--- config.mk ---
export PLATFORM = sky130hd
export DESIGN_NAME = param_deserializer
export DESIGN_NICKNAME = d
export VERILOG_FILES = /design/src/rtl/deser_pkg.sv /design/src/rtl/deser_shift_reg.sv /design/src/rtl/param_deserializer.sv
export SDC_FILE = /design/constraint.sdc
export NUM_CORES = 1
export LEC_CHECK = 0
export CAP_MARGIN = 10
export CORE_UTILIZATION = 45
export CTS_BUF_LIST = sky130_fd_sc_hd__clkbuf_4
export DETAILED_ROUTE_END_ITERATION = 10
export PLACE_DENSITY = 0.77
export SLEW_MARGIN = 40
export SYNTH_ARGS = -nofsm -noshare
export SYNTH_HDL_FRONTEND = slang
export SYNTH_HIERARCHICAL = 1
export SYNTH_SLANG_ARGS = --single-unit
--- constraint.sdc ---
create_clock -name clock_100k -period 3.16 [get_ports clock_100k]
set_input_delay 0.316 -clock clock_100k [delete_from_list [all_inputs] [get_ports clock_100k]]
set_output_delay 0.316 -clock clock_100k [all_outputs]
set_load 0.01 [all_outputs]
--- src/rtl/deser_pkg.sv ---
// deser_pkg: shared FSM state type and shift helper for the deserializer
package deser_pkg;
  typedef enum logic [1:0] {EMPTY, PARTIAL, FULL} deser_state_t;
  localparam int MAX_W = 64;
  function automatic logic [MAX_W-1:0] shift_in(input logic [MAX_W-1:0] word, input logic b, input logic msb_first, input int width);
    return msb_first ? {word[MAX_W-2:0], b} : ((word >> 1) | (MAX_W'(b) << (width - 1)));
  endfunction
endpackage

--- src/rtl/deser_shift_reg.sv ---
// deser_shift_reg: serial shifter with bit counter and selectable direction
module deser_shift_reg
  import deser_pkg::*;
#(
  parameter int WIDTH = 8,
  parameter int MSB_FIRST = 1,
  parameter int CW = $clog2(WIDTH + 1)
) (
  input  logic             clk,
  input  logic             rst,
  input  logic             shift_en,
  input  logic             clear,
  input  logic             data_in,
  output logic [WIDTH-1:0] word,
  output logic [WIDTH-1:0] next_word,
  output logic [CW-1:0]    count
);
  logic [WIDTH-1:0] word_q;
  logic [CW-1:0] count_q;
  logic [MAX_W-1:0] nxt;
  logic unused_hi;
  assign nxt = shift_in(MAX_W'(word_q), data_in, MSB_FIRST != 0, WIDTH);
  assign next_word = nxt[WIDTH-1:0];
  assign unused_hi = ^nxt[MAX_W-1:WIDTH];
  assign word = word_q;
  assign count = count_q;
  // clear wins over shift so a completed word leaves the shifter empty
  always_ff @(posedge clk) begin
    if (rst || clear) begin
      word_q <= '0;
      count_q <= '0;
    end else if (shift_en) begin
      word_q <= next_word;
      count_q <= count_q + CW'(1);
    end
  end
endmodule

--- src/rtl/param_deserializer.sv ---
// param_deserializer: serial-to-parallel word builder with double-buffered ready/ack output
module param_deserializer
  import deser_pkg::*;
#(
  parameter int WIDTH = 8,
  parameter int MSB_FIRST = 1,
  parameter int CW = $clog2(WIDTH + 1)
) (
  input  logic             clock_100k,
  input  logic             reset,
  input  logic             data_in,
  input  logic             write_in,
  input  logic             ack_in,
  output logic [WIDTH-1:0] data_out,
  output logic             data_ready,
  output logic             status_out,
  output logic             overrun,
  output logic [CW-1:0]    bit_count
);
  deser_state_t state_q, state_d;
  logic [WIDTH-1:0] data_out_q, data_out_d, word, next_word;
  logic data_ready_q, data_ready_d, status_q, status_d, overrun_q, overrun_d;
  logic accept, ack, done, xfer;
  deser_shift_reg #(.WIDTH(WIDTH), .MSB_FIRST(MSB_FIRST), .CW(CW)) u_shift (
    .clk(clock_100k),
    .rst(reset),
    .shift_en(accept),
    .clear(xfer),
    .data_in(data_in),
    .word(word),
    .next_word(next_word),
    .count(bit_count)
  );
  assign accept = write_in && state_q != FULL;
  assign ack = ack_in && data_ready_q;
  assign done = accept && bit_count == CW'(WIDTH - 1);
  assign xfer = (state_q == FULL && ack) || (done && (!data_ready_q || ack_in));
  assign data_out_d = xfer ? (state_q == FULL ? word : next_word) : ack ? '0 : data_out_q;
  assign data_ready_d = xfer || (data_ready_q && !ack_in);
  assign state_d = xfer ? EMPTY : done ? FULL : accept ? PARTIAL : state_q;
  assign status_d = state_d != EMPTY || data_ready_d;
  assign overrun_d = write_in && state_q == FULL;
  assign data_out = data_out_q;
  assign data_ready = data_ready_q;
  assign status_out = status_q;
  assign overrun = overrun_q;
  // shifter FSM and registered output slot, all cleared by reset
  always_ff @(posedge clock_100k) begin
    if (reset) begin
      state_q <= EMPTY;
      data_out_q <= '0;
      data_ready_q <= 1'b0;
      status_q <= 1'b0;
      overrun_q <= 1'b0;
    end else begin
      state_q <= state_d;
      data_out_q <= data_out_d;
      data_ready_q <= data_ready_d;
      status_q <= status_d;
      overrun_q <= overrun_d;
    end
  end
endmodule

Word level (Yosys, flattened, before mapping) --
Cells that the tools add are included.
Storage, ports and cells: memory bits (writable) 0, memories 0, word-level logic and storage cells 33, register bits 25, latch bits 0, bits of input ports 5, output and inout port bits 15, memory bits (read-only) 0
Cells by class: order comparisons 0, shift operators 0, reductions and logical operators 16, $mul 0, equal/unequal tests 3, mux-type cells 6, $add $sub $neg 1, div/mod/pow operators 0, bitwise logic cells 0
Operators by type and width (number):
- $mux W8 | 3
- $logic_and A1 B1 Y1 | 7
- $mux W2 | 3
- $logic_or A1 B1 Y1 | 5
- $add A4 B1 Y4 const B | 1
- $eq A4 B3 Y1 const B | 1
- $reduce_bool A2 Y1 | 2
- $eq A2 B2 Y1 const B | 1
- $logic_not A1 Y1 | 2
- $ne A2 B2 Y1 const B | 1

Logic depth before layout (Yosys ltp) --
word-level depth 8, mapped depth 6, gate-level depth less buffers 5

By module --
Netlist, hierarchy kept.
Modules (own cells, without submodules):
- param_deserializer | cells an instance 57, seq. area each 260.2 µm², times used 1, area an instance 655.6 µm²
- deser_shift_reg | cells an instance 51, seq. area each 240.2 µm², times used 1, area an instance 524.3 µm²

Least setup slack after synthesis --
OpenSTA, ideal clock, no wires.
path kind register -> register, start register u_shift.count_q[3] (netlist: u_shift/count[3]), end register data_out_q[0] (netlist: data_out[0]), setup slack 1.745 ns, setup time 0.068 ns, stages on the path, launching flop included 5, arrival 1.347 ns, path buffers 0, cell sequence dfxtp_1 and4b_1 and2_4 a221oi_4 o2bb2ai_2
On the way: longest elaborated chain between the ends 5, elaborated cells between the ends (all ways) 6, classes of those cells 1 x eq/ne; 1 x mux; 4 x reduce/logical
RTL lines:
- start, declared | line deser_shift_reg.sv:19 | logic [CW-1:0] count_q;
- start signal, assigned | line deser_shift_reg.sv:34 | count_q <= count_q + CW'(1);
- $eq A4 B3 Y1 (*) | line param_deserializer.sv:36 | assign done = accept && bit_count == CW'(WIDTH - 1);
- $logic_and A1 B1 Y1 (*) | line param_deserializer.sv:36
- $logic_and A1 B1 Y1 (*) | line param_deserializer.sv:37 | assign xfer = (state_q == FULL && ack) || (done && (!data_ready_q || ack_in));
- $logic_or A1 B1 Y1 (*) | line param_deserializer.sv:37
- $mux W8 or $reduce_bool A2 Y1 (tied branches)
- end signal, assigned | line param_deserializer.sv:57 | data_out_q <= data_out_d;
- end, declared | line param_deserializer.sv:21 | logic [WIDTH-1:0] data_out_q, data_out_d, word, next_word;
Every way passes the cells marked *; elsewhere a longest branch is shown, timed or not. A chain may end at the register's enable or synchronous reset.

Final worst setup path --
start input port write_in, end register u_shift.count_q[3] (netlist: u_shift/count[3])
On the way: longest elaborated chain between the ends 5
RTL lines:
- start, declared | line param_deserializer.sv:12 | input logic write_in,
- $logic_and A1 B1 Y1 (*) | line param_deserializer.sv:34 | assign accept = write_in && state_q != FULL;
- via accept | line param_deserializer.sv:23 | logic accept, ack, done, xfer;
- $logic_and A1 B1 Y1 | line param_deserializer.sv:36
- $logic_and A1 B1 Y1 | line param_deserializer.sv:37
- $logic_or A1 B1 Y1 | line param_deserializer.sv:37
- $logic_or A1 B1 Y1 | line deser_shift_reg.sv:29 | if (rst || clear) begin
The timed path passes the listed nets; every way through them passes the cells marked *.

==> flow_summary.toml <==
[power_and_ir_drop]
p_per_area_nw_per_um2 = 405
power.leakage_nw = 0.481
power_mw = 0.544
vdd_drop_max_mv = 0.263

[timing]
setup-violations-final = 0
hold_viol_final = 0
fin_setup_tns_ns = 0
max_slew_margin_pct = 54.4
post-route-min-period_ns = 1.82
fmax_mhz = 550
rsz0062_at_grt = "no"
slew_violations = 0
period_share_pct = 57.6
max_slew.worst_pin.slew_ns = 0.684
worst_clock_skew_ns = 0.00182

[synth]
synthArstFlopShare_pct = 0
yosys.area.top_type_share_pct = 42.4
yosysSeqAreaShare_pct = 42.4
synth-edff-count = 0
synth_warnings = 6
synth.net_count = 114
yosys.area.top_type = "dfxtp_1"
synth_area_leaders = "dfxtp_1 42%, mux2i_1 15%, o2bb2ai_2 10%"
ys_ff_latch = 25
syn-instance-count = 108
synth_cell_type_count = 30
syn_area_per_cell_um2 = 10.9
synthesis.area_um2 = 1180
synthFlopType = "dfxtp_1"

[die]
boundaryPins = 20
num_rows = 18
die_area_um2 = 2830
die_w_um = 53.2
coreArea_um2 = 2480
start_util_pct = 47.6
die_h_um = 53.2

[layout]
fillers = 237
drive_above_1_share_pct = 13.4
seqCellArea_um2 = 500
fin_nets = 126
fin_util_pct = 54.2
antenna_cells = 0
area_growth_pct = 13.8
multi_input_area_um2 = 581

[worst_setup_path]
path_class = "input pin to flip-flop"
slowest_stage = "and2_1"
cp.arrival_ns = 2.03
worst_setup_path_end_kind = "flip-flop"
cp_cell_sequence = "clkdlybuf4s50_1 > and2_1 > nand4_1 > mux2_1"
critPathTopFamily = "simple AND/OR/NAND/NOR gates"
critPathRequiredTime_ns = 3.37
crit_fanout = 13
cp_slowest_stage_delay_ns = 0.61
path_buf_inv = 1
cp-start-kind = "input pin"

[grt]
grt_max_degree = 14
grt_overflow = 0
grt_antenna_before_repair = 0
track_usage_pct = 15.4
grt_pass1_vias = 710
grt_first_pass_wirelength_um = 3110

[clock_tree]
ctsHoldBuffers = 0
cts_setup_buffers = 0
clk_pin_slew_ns = 0.13
cts_buffer_depth = 2
cts_tree = "yes"
htree_num_levels = 1
root_buffer = "clkbuf_4"
cts_inserted_buffers = 3
worstSkewPairLatency_ns = 0.31
cts_resized = 0
cts.sinks = 25

[min_path]
worstHoldPathType = "flip-flop to flip-flop"

[place]
dpl.hpwl_um = 1390
port-buffer-count = 19
gp_congestion = 0.811

[outcome]
run_status = "finished clean"

[drt]
final_antenna_net_count = 0
wl_per_cell_um = 13.5
remaining_drc_errors = 0
drt_wl_total_um = 2010
routed_via_density = 5.30
dr.pass1.iters = 4
drt_iter0_drc = 15
vias = 789

[run]
max-cap-violations = 0
synth_stat cells (2+ instances only):
cell,instances
nor3b_1,2
nor2_1,15
nand2_1,2
nor3_1,2
buf_4,9
or2_1,2
a21oi_1,4
o2bb2ai_2,8
buf_6,2
dfxtp_1,25
mux2i_1,18
per-layer routing:
metal	share of wire [%]	up-vias	track usage, %	wire, µm
met4	0.65	0	9.21	13
met5	0	-	0	0
met3	3.8	2	2.59	76
met2	46	15	22.7	917
li1	-	396	-	-
met1	50	376	20.6	1010
worst paths after layout:
path | slack, ns | end | depth (start not counted) | start
worst min register to register | 0.48 | data_out[5]$_SDFFE_PP0P_ | 1 | data_out[5]$_SDFFE_PP0P_
worst max-delay path | 1.34 | u_shift/count[3]$_SDFFE_PP0P_ | 4 | write_in
worst min-delay path | 0.48 | data_out[5]$_SDFFE_PP0P_ | 1 | data_out[5]$_SDFFE_PP0P_
worst max register to register | 1.35 | u_shift/count[3]$_SDFFE_PP0P_ | 4 | state_q[0]$_SDFF_PP0_
power breakdown:
| group | leakage (nW) | switching, mW | internal, mW |
|---|---|---|---|
| clock network | 0.0184 | 0.0907 | 0.0578 |
| registers | 0.203 | 0.00757 | 0.323 |
| logic | 0.259 | 0.0334 | 0.0314 |
cells by family after synthesis:
kind of cell               synth area share, %
muxes                                     16.2
DFF                                       42.4
and+or+nand+nor                           13.8
adders and majority gates                 1.06
xor gates and xnor gates                 0.742
AOI/OAI and AO/OA                         17.4
buffers and inverters                     8.38
registers in the layout (all words and copies together) (netlist names):
register,cells
data_ready,1
u_shift/count,4
u_shift/word,8
overrun,1
state_q,2
status_out,1
data_out,8
through the flow:
stage	cells	hold slack (ns)	cell area, µm²	worst slack [ns]
after floorplan	108	0.388	1180	1.75
after global placement	145	0.459	1310	1.07
after detailed placement	145	0.458	1310	1.00
after CTS	149	0.484	1340	1.34
after global routing	149	0.491	1340	1.25
final	149	0.481	1340	1.34
cells in the final DEF (no fill, tap or decap), drive strengths merged, types with 4 or more instances in the layout:
cell and instances:
o2bb2ai 8, clkdlybuf4s50 19, clkbuf 4, a21oi 4, mux2i 18, dfxtp 25, nor2 15
area by class of cell:
cell class / instances / area share, %
inverters: 1 / 0.280
flip-flops and latches: 25 / 37.3
clock buffers: 4 / 2.24
repair buffers: 19 / 14.2
well taps: 30 / 2.80
multi-input cells: 70 / 43.2
Note: power is estimated with default switching activity, not from simulation.
